### src/rtl/stream_rr_arbiter.sv
// Two-input packet-level round-robin stream arbiter with a single forward output register.
// Ownership is granted per packet and released only after the owner's last beat is accepted.
module stream_rr_arbiter #(
  parameter int DATA_WD = 4
) (
  input  logic               clk,
  input  logic               rst_n,
  input  logic               a_valid,
  input  logic [DATA_WD-1:0] a_data,
  input  logic               a_last,
  output logic               a_ready,
  input  logic               b_valid,
  input  logic [DATA_WD-1:0] b_data,
  input  logic               b_last,
  output logic               b_ready,
  output logic               c_valid,
  output logic [DATA_WD-1:0] c_data,
  output logic               c_last,
  input  logic               c_ready,
  output logic [1:0]         grant
);

  typedef enum logic [1:0] {
    IDLE  = 2'd0,
    OWN_A = 2'd1,
    OWN_B = 2'd2
  } state_t;

  state_t             state_q, state_d;
  logic               lsv_q, lsv_d;  // last served: 0 = A, 1 = B
  logic               slot_free;
  logic               a_fire, b_fire, own_fire, own_last;
  logic [DATA_WD-1:0] own_data;

  assign slot_free = !c_valid || c_ready;
  assign a_ready   = (state_q == OWN_A) && slot_free;
  assign b_ready   = (state_q == OWN_B) && slot_free;
  assign a_fire    = a_valid && a_ready;
  assign b_fire    = b_valid && b_ready;
  assign own_fire  = a_fire || b_fire;
  assign own_data  = (state_q == OWN_B) ? b_data : a_data;
  assign own_last  = (state_q == OWN_B) ? b_last : a_last;
  assign grant     = {state_q == OWN_B, state_q == OWN_A};

  // NOTE: every variable gets a default before the case so no path leaves it unassigned (no latch).
  always_comb begin
    state_d = state_q;
    lsv_d   = lsv_q;
    case (state_q)
      IDLE: begin
        if (a_valid && b_valid) state_d = lsv_q ? OWN_A : OWN_B;
        else if (a_valid)       state_d = OWN_A;
        else if (b_valid)       state_d = OWN_B;
      end
      OWN_A: begin
        if (a_fire && a_last) begin
          lsv_d   = 1'b0;
          state_d = b_valid ? OWN_B : IDLE;
        end
      end
      OWN_B: begin
        if (b_fire && b_last) begin
          lsv_d   = 1'b1;
          state_d = a_valid ? OWN_A : IDLE;
        end
      end
      default: state_d = IDLE;
    endcase
  end

  // NOTE: sequential state uses non-blocking assignments so all registers update from pre-edge values.
  always_ff @(posedge clk or negedge rst_n) begin
    if (!rst_n) begin
      state_q <= IDLE;
      lsv_q   <= 1'b1;  // A wins the first tie after reset
    end else begin
      state_q <= state_d;
      lsv_q   <= lsv_d;
    end
  end

  // Forward register: payload only moves on an owner fire, so it holds under backpressure.
  always_ff @(posedge clk or negedge rst_n) begin
    if (!rst_n) begin
      c_valid <= 1'b0;
      c_data  <= '0;
      c_last  <= 1'b0;
    end else if (own_fire) begin
      c_valid <= 1'b1;
      c_data  <= own_data;
      c_last  <= own_last;
    end else if (c_ready) begin
      c_valid <= 1'b0;
    end
  end

endmodule

### config.mk
export PLATFORM = sky130hd
export DESIGN_NAME = stream_rr_arbiter
export DESIGN_NICKNAME = d
export VERILOG_FILES = /design/src/rtl/stream_rr_arbiter.sv
export SDC_FILE = /design/constraint.sdc
export NUM_CORES = 1
export LEC_CHECK = 0
export ABC_AREA = 1
export BUFFER_PORTS_ARGS = -buffer_cell sky130_fd_sc_hd__buf_2
export CAP_MARGIN = 20
export CORE_AREA = 2 2 43 45
export DETAILED_ROUTE_END_ITERATION = 8
export DIE_AREA = 0 0 45 47
export HOLD_SLACK_MARGIN = 0.1
export PLACE_DENSITY_LB_ADDON = 0.08
export SLEW_MARGIN = 20
export SYNTH_ARGS = -nofsm -noshare
export SYNTH_HDL_FRONTEND = slang
export SYNTH_SLANG_ARGS = --single-unit
export TNS_END_PERCENT = 1
### constraint.sdc
create_clock -name clk -period 1.4 [get_ports clk]
set_input_delay 0.21 -clock clk [delete_from_list [all_inputs] [get_ports clk]]
set_output_delay 0.21 -clock clk [all_outputs]
set_load 0.01 [all_outputs]
==> results.ini, run 1 <==
[logic_synthesis]
synth_fp_nets=83
synth-seq-cells=9
synth_edf_count=0
syn_area_um2=614.3
async_reset_ff_share_pct=100.0
synth_top_cell_area_share_pct=32.59
yosysSeqAreaShare_pct=36.86
synth.most_common_cell=nand2_1
yosysWarnings=0
synthTopCellsByCount=nand2_1, nand3_1, dfrtp_1
netlist_instances=68
ys_types=24
syn_avg_cell_area_um2=9.034
yosysTopAreaCell=dfrtp_1
synth_ff_type=dfrtp_1
synthTopCellsByArea=dfrtp_1, o211ai_2, nand3_1

[routing]
wl_met3_um=87
vias=573
wl_per_cell_um=12.34
met1_length_um=652
ant_nets=0
highest_layer=met4
avgViaCountPerCell=4.940
drtIter0Drc=12
met2WireLength_um=676
drt_pass1_iterations=4
drc_errors=0
postRouteWirelength_um=1431

[worst_hold_path]
hold_path_class=input pin to flop

[worst_setup_path]
cp.required_ns=1.19
r2r-start=state_q[0]$_DFFE_PN0P_
cp-startpoint=state_q[0]$_DFFE_PN0P_
r2r_cells=7
critical_path.startpoint_type=flop
r2r_slack_ns=0.15
worstSetupPathType=flop to output port
arrival_ns=1.15
worstPathMaxFanout=6
endpoint=b_ready
cp-end-kind=output port
rr_endpoint=state_q[1]$_DFFE_PN0P_

[job]
maxCapViolCount=0

[layout]
finish.instance_area_um2=842.1
finish.utilization_pct=50.98
n_antenna_cell=0
fillers=163
multi_input_area_um2=351.6
areaGrowthSynthToFinish_pct=37.07
drive_gt1_share_pct=57.58
finalNetCount=115
regArea_um2=229.0

[sta]
whs_ns=0.2014
tightest_slew_ns=0.2243
setup_viol=0
period_needed_ns=1.356
post-route-period-util_pct=96.85
drv_slew=0
max_freq_ghz=0.7375
timing.slew.headroom_pct=84.89
setup-tns-final_ns=0
rsz0062_at_grt=true
hold_viol_final=0
fin_worst_skew_ns=0.001331

[floorplanning]
die_height_um=47
dieWidth_um=45
die-area_um2=2115
core_area_um2=1652
num_rows=15
num_io_pins=25
initial_core_util_pct=37.20

[grt]
antenna_found_initial=0
grt_pass1_vias=505
grt_usage_pct=15.18
grt_pass1_wl_um=2228
grt_overflow=0
grt_start_max_net_pins=10

[placement]
dp_hpwl_um=1138
gp_congestion=0.7580
io_buffers=24
dpl_cell_area_um2=748.2

[clocking]
cts_tree=done
ctsRootBufferMaster=clkbuf_4
cts_buffers=3
cts_buffer_depth=2
cts_htree_levels=1
clk_pin_slew_worst_paths_ns=0.06
clock-sinks=9
insertion_delay_ns=0.26

[power]
p_int_uw=975.2
ir_drop_mv=0.8083
power_frac_clock_pct=11.4
p_per_area_nw_per_um2=2100
seq_power_share_pct=28.8
power_switching_share_pct=44.86
p_leak_nw=0.4564
power_mw=1.769
combPwrFrac_pct=59.8
p_switching_uw=793.5

[status]
outcome=complete, no violations

routing by layer:
layer | up-vias | GRT usage (%)
met1 | 262 | 19.29
met4 | 0 | 7.059
met5 | - | 0
met3 | 2 | 3.846
li1 | 291 | -
met2 | 18 | 24.29
area by class of cell:
cell class | instances | share of cell area [%]
Multi-Input combinational cell | 49 | 41.75
Sequential cell | 9 | 27.19
Timing Repair Buffer | 28 | 21.10
Inverter | 9 | 4.309
Clock buffer | 4 | 3.120
Tap cell | 17 | 2.526
worst min path at each step:
stage                    from                      to  slack (ns)  depth (start not counted)
floorplan               rst_n   c_data[0]$_DFFE_PN0P_       -0.09                          0
global placement        rst_n  state_q[0]$_DFFE_PN0P_        0.08                          1
detailed placement      rst_n  state_q[0]$_DFFE_PN0P_        0.08                          1
CTS                 a_data[1]   c_data[1]$_DFFE_PN0P_        0.19                          3
global route        a_data[0]   c_data[0]$_DFFE_PN0P_        0.20                          3
finish              a_data[1]   c_data[1]$_DFFE_PN0P_        0.20                          3
critical path: stages, from the launching register on:
cell and delay [ns]:
dfrtp_2 0.44, inv_4 0.10, nand2_2 0.10, nor2_4 0.13, buf_6 0.12
power groups by stage:
stage	combinational [mW]	sequential [mW]	clock, mW
finish	1.06	0.509	0.201
global route	1.18	0.522	0.225
CTS	1.01	0.505	0.211
detailed placement	0.930	0.511	0
global placement	0.929	0.509	0
floorplan	0.645	0.543	0
flip-flops by register name (all words and copies together) (netlist names):
name     cells
c_data       4
state_q      2
c_last       1
c_valid      1
lsv_q        1
through the flow:
stage	setup WS [ns]	cells
finish	0.04410	116
detailed placement	0.1346	108
global placement	0.1372	108
global route	-0.02845	116
CTS	0.007872	114
floorplan	0.1690	68
cell families (layout without fill, tap and decap cells):
logic type | count (synthesis) | after routing | share of synthesized area [%]
AND/OR/NAND/NOR | 38 | 38 | 40.53
AO/OA/AOI/OAI | 11 | 11 | 15.48
buffers and inverters | 10 | 41 | 7.130
flip-flops | 9 | 9 | 36.86
placed cells by master, fill, tap and decap left out, types with 2 or more instances in the layout:
cell type,count
o211ai_2,4
or2_2,4
nand2_4,3
nor2_1,2
dfrtp_2,2
nand2_2,2
buf_6,2
nand3_1,9
nor2_8,2
inv_1,6
dfrtp_1,6
nand2_1,12
buf_2,22
buf_4,2
clkbuf_4,3
inv_2,2
what timing repair did:
| item | CTS | global route |
|---|---|---|
| gates resized for setup | 3 | 4 |
| pin swaps | 2 | 2 |
| setup endpoints to repair | 3 | 3 |
| hold endpoints to repair | 9 | 0 |
| buffers inserted | 1 | 2 |
| hold buffers | 1 | 0 |
Power figures use the tool's default switching activity.
==> run 2, diff against run 1 <==
--- a/config.mk
+++ b/config.mk
@@ -7,12 +7,12 @@
 export LEC_CHECK = 0
 export ABC_AREA = 1
 export BUFFER_PORTS_ARGS = -buffer_cell sky130_fd_sc_hd__buf_2
-export CAP_MARGIN = 20
+export CAP_MARGIN = 5
 export CORE_AREA = 2 2 43 45
 export DETAILED_ROUTE_END_ITERATION = 8
 export DIE_AREA = 0 0 45 47
 export HOLD_SLACK_MARGIN = 0.1
-export PLACE_DENSITY_LB_ADDON = 0.08
+export PLACE_DENSITY_LB_ADDON = 0.05
 export SLEW_MARGIN = 20
 export SYNTH_ARGS = -nofsm -noshare
 export SYNTH_HDL_FRONTEND = slang
==> results.ini, run 2 (synthesis gave the netlist of run 1 again) <==
[sta]
setup-tns-final_ns=0  ; unchanged
fin_worst_skew_ns=0.002529  ; +0.001198 ns
tightest_slew_ns=0.2072  ; -0.01707 ns
post-route-period-util_pct=96.90  ; about the same
setup_slack_ns=0.04336  ; -0.0007446 ns
whs_ns=0.2009  ; -0.0004530 ns
period_needed_ns=1.357  ; +0.0007446 ns
timing.slew.headroom_pct=86.18  ; +1.3 points
hold_viol_final=0  ; unchanged
max_freq_ghz=0.7371  ; about the same
setup_viol=0  ; unchanged
drv_slew=0  ; unchanged

[routing]
vias=597  ; +4.2%
drtIter0Drc=7  ; -5
drc_errors=0  ; unchanged
ant_nets=0  ; unchanged
postRouteWirelength_um=1424  ; -0.49%
drt_pass1_iterations=4  ; unchanged
wl_per_cell_um=11.97  ; -3.0%
avgViaCountPerCell=5.017  ; +1.6%

[worst_setup_path]
critical_path.startpoint_type=flop
r2r-start=state_q[1]$_DFFE_PN0P_
worstPathMaxFanout=3  ; -3
cp-end-kind=output port
rr_endpoint=c_data[3]$_DFFE_PN0P_
r2r_cells=8  ; +1
cp.required_ns=1.19  ; about the same
worstSetupPathType=flop to output port
arrival_ns=1.15  ; about the same
r2r_slack_ns=0.08  ; -0.07 ns

[clocking]
cts_buffers=3  ; unchanged
cts_buffer_depth=2  ; unchanged
ctsRootBufferMaster=clkbuf_4
cts_tree=done
clk_pin_slew_worst_paths_ns=0.06  ; about the same
cts_htree_levels=1  ; unchanged
clock-sinks=9  ; unchanged
insertion_delay_ns=0.25  ; about the same

[floorplanning]
die-area_um2=2115  ; unchanged
num_io_pins=25  ; unchanged
dieWidth_um=45  ; unchanged
num_rows=15  ; unchanged
die_height_um=47  ; unchanged
core_area_um2=1652  ; unchanged
initial_core_util_pct=37.20  ; unchanged

[grt]
antenna_found_initial=0  ; unchanged
grt_pass1_wl_um=2118  ; -4.9%
grt_start_max_net_pins=10  ; unchanged
grt_overflow=0  ; unchanged
grt_pass1_vias=497  ; -1.6%
grt_usage_pct=14.72  ; -0.46 points

[placement]
dpl_cell_area_um2=748.2  ; unchanged
dp_hpwl_um=1118  ; -1.8%
io_buffers=24  ; unchanged
gp_congestion=0.8000  ; +5.5%
dp_slack_ns=0.1302  ; -0.004427 ns
place_inst=108  ; unchanged

[power]
p_per_area_nw_per_um2=2148  ; +2.3%
p_leak_nw=0.4772  ; +4.5%
ir_drop_mv=1.179  ; +46%

[layout]
finish.instance_area_um2=873.3  ; +3.7%
n_antenna_cell=0  ; unchanged
fin_cells=119  ; +2.6%
finalNetCount=118  ; +2.6%
largest_reg_flops=4  ; unchanged
mostFrequentLayoutCells=buf_2, nand2_1, nand3_1
drive_gt1_share_pct=56.86  ; -0.71 points
areaGrowthSynthToFinish_pct=42.16
layout_commonest_cell=buf_2
fillers=157  ; -3.7%
top_register=c_data
reg_top3=c_data x4, state_q x2

[worst_hold_path]
hold_path_class=input pin to flop
whs_path_depth=3  ; unchanged
hp-start=a_data[2]
min_to=c_data[2]$_DFFE_PN0P_

[status]
outcome=complete, no violations

[job]
maxCapViolCount=0  ; unchanged

[run 2: final cells by class]
type | instances | area, µm² | share of cell area [%]
timing repair buffer | 31 | 206.4 | 23.64
clock buffer | 4 | 26.28 | 3.009
sequential | 9 | 229.0 | 26.22
tap | 17 | 21.27 | 2.436
inverter | 9 | 36.28 | 4.155
multi-input combinational | 49 | 354.1 | 40.54
[run 2: worst max-delay path: stages, from the launching register on]
cell,delay (ns)
dfrtp_2,0.46
nor2_8,0.13
inv_1,0.06
nor2_1,0.10
buf_2,0.14
[run 2: what timing repair did]
| item | 4_1_cts | 5_1_grt |
|---|---|---|
| hold buffers | 1 | 0 |
| resized for setup | 2 | 3 |
| buffers inserted | 1 | 5 |
| endpoints found under the setup margin | 3 | 3 |
| endpoints found under the hold margin | 9 | 0 |
| pin swaps | 3 | 4 |
[run 2: how the worst max path moves through the flow]
stage / to / start / slack, ns / cells past startpoint
after floorplan: lsv_q$_DFFE_PN1P_ / state_q[0]$_DFFE_PN0P_ / 0.17 / 8
after global placement: state_q[0]$_DFFE_PN0P_ / state_q[1]$_DFFE_PN0P_ / 0.16 / 6
after detailed placement: lsv_q$_DFFE_PN1P_ / state_q[0]$_DFFE_PN0P_ / 0.13 / 8
after CTS: a_ready / state_q[0]$_DFFE_PN0P_ / 0.001 / 5
after global routing: b_ready / state_q[1]$_DFFE_PN0P_ / -0.01 / 4
final: a_ready / state_q[1]$_DFFE_PN0P_ / 0.04 / 4
[run 2: where the power goes]
group / switching [mW] / total (mW) / internal [mW]
combinational: 0.621 / 1.17 / 0.551
clock: 0.0860 / 0.196 / 0.110
sequential: 0.106 / 0.509 / 0.403
total: 0.813 / 1.88 / 1.06
[run 2: through the flow]
| step | power [mW] | util [%] |
|---|---|---|
| 2_1_floorplan | 1.188 | - |
| 3_3_place_gp | 1.443 | 45.30 |
| 3_5_place_dp | 1.442 | 45.30 |
| 4_1_cts | 1.705 | 48.86 |
| 5_1_grt | 2.045 | 52.88 |
| 6_report | 1.876 | 52.88 |
[run 2: per-layer routing]
| layer | vias to the layer above | global-route usage (%) | part of all wire [%] |
|---|---|---|---|
| li1 | 293 | - | - |
| met1 | 279 | 17.91 | 42 |
| met2 | 23 | 22.57 | 48 |
| met3 | 2 | 5.000 | 8.4 |
| met4 | 0 | 8.824 | 0.84 |
| met5 | - | 0 | 0 |
==> run 3, diff against run 2 <==
--- a/config.mk
+++ b/config.mk
@@ -6,11 +6,11 @@
 export NUM_CORES = 1
 export LEC_CHECK = 0
 export ABC_AREA = 1
-export BUFFER_PORTS_ARGS = -buffer_cell sky130_fd_sc_hd__buf_2
 export CAP_MARGIN = 5
 export CORE_AREA = 2 2 43 45
 export DETAILED_ROUTE_END_ITERATION = 8
 export DIE_AREA = 0 0 45 47
+export DONT_BUFFER_PORTS = 1
 export HOLD_SLACK_MARGIN = 0.1
 export PLACE_DENSITY_LB_ADDON = 0.05
 export SLEW_MARGIN = 20
==> constraint.sdc (replaced) <==
create_clock -name clk -period 1.44 [get_ports clk]
set_input_delay 0.216 -clock clk [delete_from_list [all_inputs] [get_ports clk]]
set_output_delay 0.216 -clock clk [all_outputs]
set_load 0.01 [all_outputs]
==> results.ini, run 3 (synthesis gave the netlist of run 1 again) <==
[floorplanning]
num_rows=15  ; unchanged
die-area_um2=2115  ; unchanged
initial_core_util_pct=37.20  ; unchanged
die_height_um=47  ; unchanged
num_io_pins=25  ; unchanged
dieWidth_um=45  ; unchanged
core_area_um2=1652  ; unchanged

[layout]
largest_reg_flops=4  ; unchanged
n_antenna_cell=0  ; unchanged
drive_gt1_share_pct=38.96  ; -18 points
reg_top3=c_data x4, state_q x2
finalNetCount=93  ; -21%
finish.utilization_pct=43.18  ; -9.7 points
top_register=c_data
areaGrowthSynthToFinish_pct=16.09
fillers=177  ; +13%
layout_commonest_cell=nand2_1
mostFrequentLayoutCells=nand2_1, nand3_1, inv_1, dfrtp_1

[clocking]
cts_tree=done
cts_buffers=3  ; unchanged
clk_pin_slew_worst_paths_ns=0.06  ; about the same
ctsRootBufferMaster=clkbuf_4
clock-sinks=9  ; unchanged
insertion_delay_ns=0.27  ; +0.02 ns
cts_post_setup_buffers_inserted=0  ; -1
cts_buffer_depth=2  ; unchanged
cts_htree_levels=1  ; unchanged

[placement]
io_buffers=0  ; -100%
dp_slack_ns=0.1579  ; +0.02776 ns
dp_hpwl_um=1148  ; +2.7%
gp_congestion=0.7713  ; -3.6%

[sta]
setup_slack_ns=0.08441  ; +0.04105 ns
setup-tns-final_ns=0  ; unchanged
max_freq_ghz=0.7377
tightest_slew_ns=0.4292  ; +0.2219 ns
drv_slew=0  ; unchanged
fin_worst_skew_ns=0.003992  ; +0.001462 ns
post-route-period-util_pct=94.14
setup_viol=0  ; unchanged
period_needed_ns=1.356
hold_viol_final=0  ; unchanged
rsz0062_at_grt=false
whs_ns=0.1080  ; -0.09294 ns
timing.slew.headroom_pct=71.29  ; -15 points

[routing]
postRouteWirelength_um=1456  ; +2.2%
drc_errors=0  ; unchanged
vias=508  ; -15%
avgViaCountPerCell=5.404  ; +7.7%
ant_nets=0  ; unchanged
wl_per_cell_um=15.49  ; +29%
drt_pass1_iterations=4  ; unchanged
drtIter0Drc=3  ; -4

[grt]
grt_start_max_net_pins=10  ; unchanged
antenna_found_initial=0  ; unchanged
grt_overflow=0  ; unchanged
grt_pass1_vias=485  ; -2.4%
grt_usage_pct=15.45  ; +0.73 points
grt_pass1_wl_um=2173  ; +2.6%

[worst_setup_path]
rr_endpoint=lsv_q$_DFFE_PN1P_
worstSetupPathType=flop to output port
cp_num_buf_inv=1  ; -1
r2r-start=c_valid$_DFFE_PN0P_
r2r_cells=8  ; unchanged
worstPathMaxFanout=4  ; +1
crit_family=flip-flops
cp.required_ns=1.22  ; +0.03 ns
cp-end-kind=output port
slowest_stage=dfrtp_2
path_cells=nor2_8 > inv_1 > nor2_2
cp_slowest_stage_delay_ns=0.46  ; about the same
path_depth=3  ; -1
arrival_ns=1.14  ; about the same
critical_path.startpoint_type=flop
r2r_slack_ns=0.14  ; +0.06 ns

[power]
ir_drop_mv=0.9244  ; -22%
p_per_area_nw_per_um2=2118  ; -1.4%
p_leak_nw=0.3514  ; -26%

[worst_hold_path]
whs_path_depth=2  ; -1
min_to=c_data[0]$_DFFE_PN0P_
hold_path_class=input pin to flop
hp-start=a_data[0]

[status]
outcome=complete, no violations

[job]
maxCapViolCount=0  ; unchanged

[run 3: cell types whose count changed in the layout (fill, tap and decap cells not counted), sizes merged]
| cell | delta |
|---|---|
| buf | -28 |
| dlygate4sd3 | +3 |
[run 3: per-stage QoR]
step | power, mW | cells | instance area, µm²
after floorplan | 1.155 | 68 | 614.3
after global placement | 1.308 | 86 | 643.1
after detailed placement | 1.305 | 86 | 643.1
after CTS | 1.534 | 94 | 711.9
after global routing | 1.641 | 94 | 713.2
final | 1.511 | 94 | 713.2
[run 3: power breakdown]
| part | internal [mW] | total [mW] | leakage, nW | switching [mW] |
|---|---|---|---|---|
| combinational | 0.291 | 0.777 | 0.228 | 0.487 |
| sequential | 0.390 | 0.532 | 0.109 | 0.142 |
| clock | 0.107 | 0.201 | 0.0150 | 0.0943 |
| total | 0.788 | 1.51 | 0.351 | 0.723 |
[run 3: how the worst max path moves through the flow]
stage                           start                end  slack (ns)
6_report       state_q[1]$_DFFE_PN0P_            a_ready        0.08
5_1_grt        state_q[1]$_DFFE_PN0P_            a_ready        0.03
4_1_cts        state_q[1]$_DFFE_PN0P_            a_ready        0.05
3_5_place_dp      c_valid$_DFFE_PN0P_  lsv_q$_DFFE_PN1P_        0.16
3_3_place_gp      c_valid$_DFFE_PN0P_  lsv_q$_DFFE_PN1P_        0.18
2_1_floorplan  state_q[0]$_DFFE_PN0P_  lsv_q$_DFFE_PN1P_        0.21
[run 3: cell type report]
cell class	count	area, µm²	share of cell area, %
repair buffers	6	55.05	7.719
clock buffers	4	26.28	3.684
well taps	17	21.27	2.982
multi-input cells	49	346.6	48.60
inverters	9	36.28	5.088
flip-flops and latches	9	227.7	31.93
[run 3: what timing repair did]
item,4_1_cts,5_1_grt
pin swaps,0,0
hold buffers,4,0
hold endpoints to repair,11,0
setup endpoints to repair,1,1
resized for setup,1,1
[run 3: per-layer routing]
metal | GRT usage [%] | vias up | part of all wire, %
met3 | 7.308 | 4 | 8.7
met2 | 25.43 | 23 | 50
met5 | 0 | - | 0
li1 | - | 246 | -
met4 | 7.059 | 0 | 1.5
met1 | 17.02 | 235 | 40
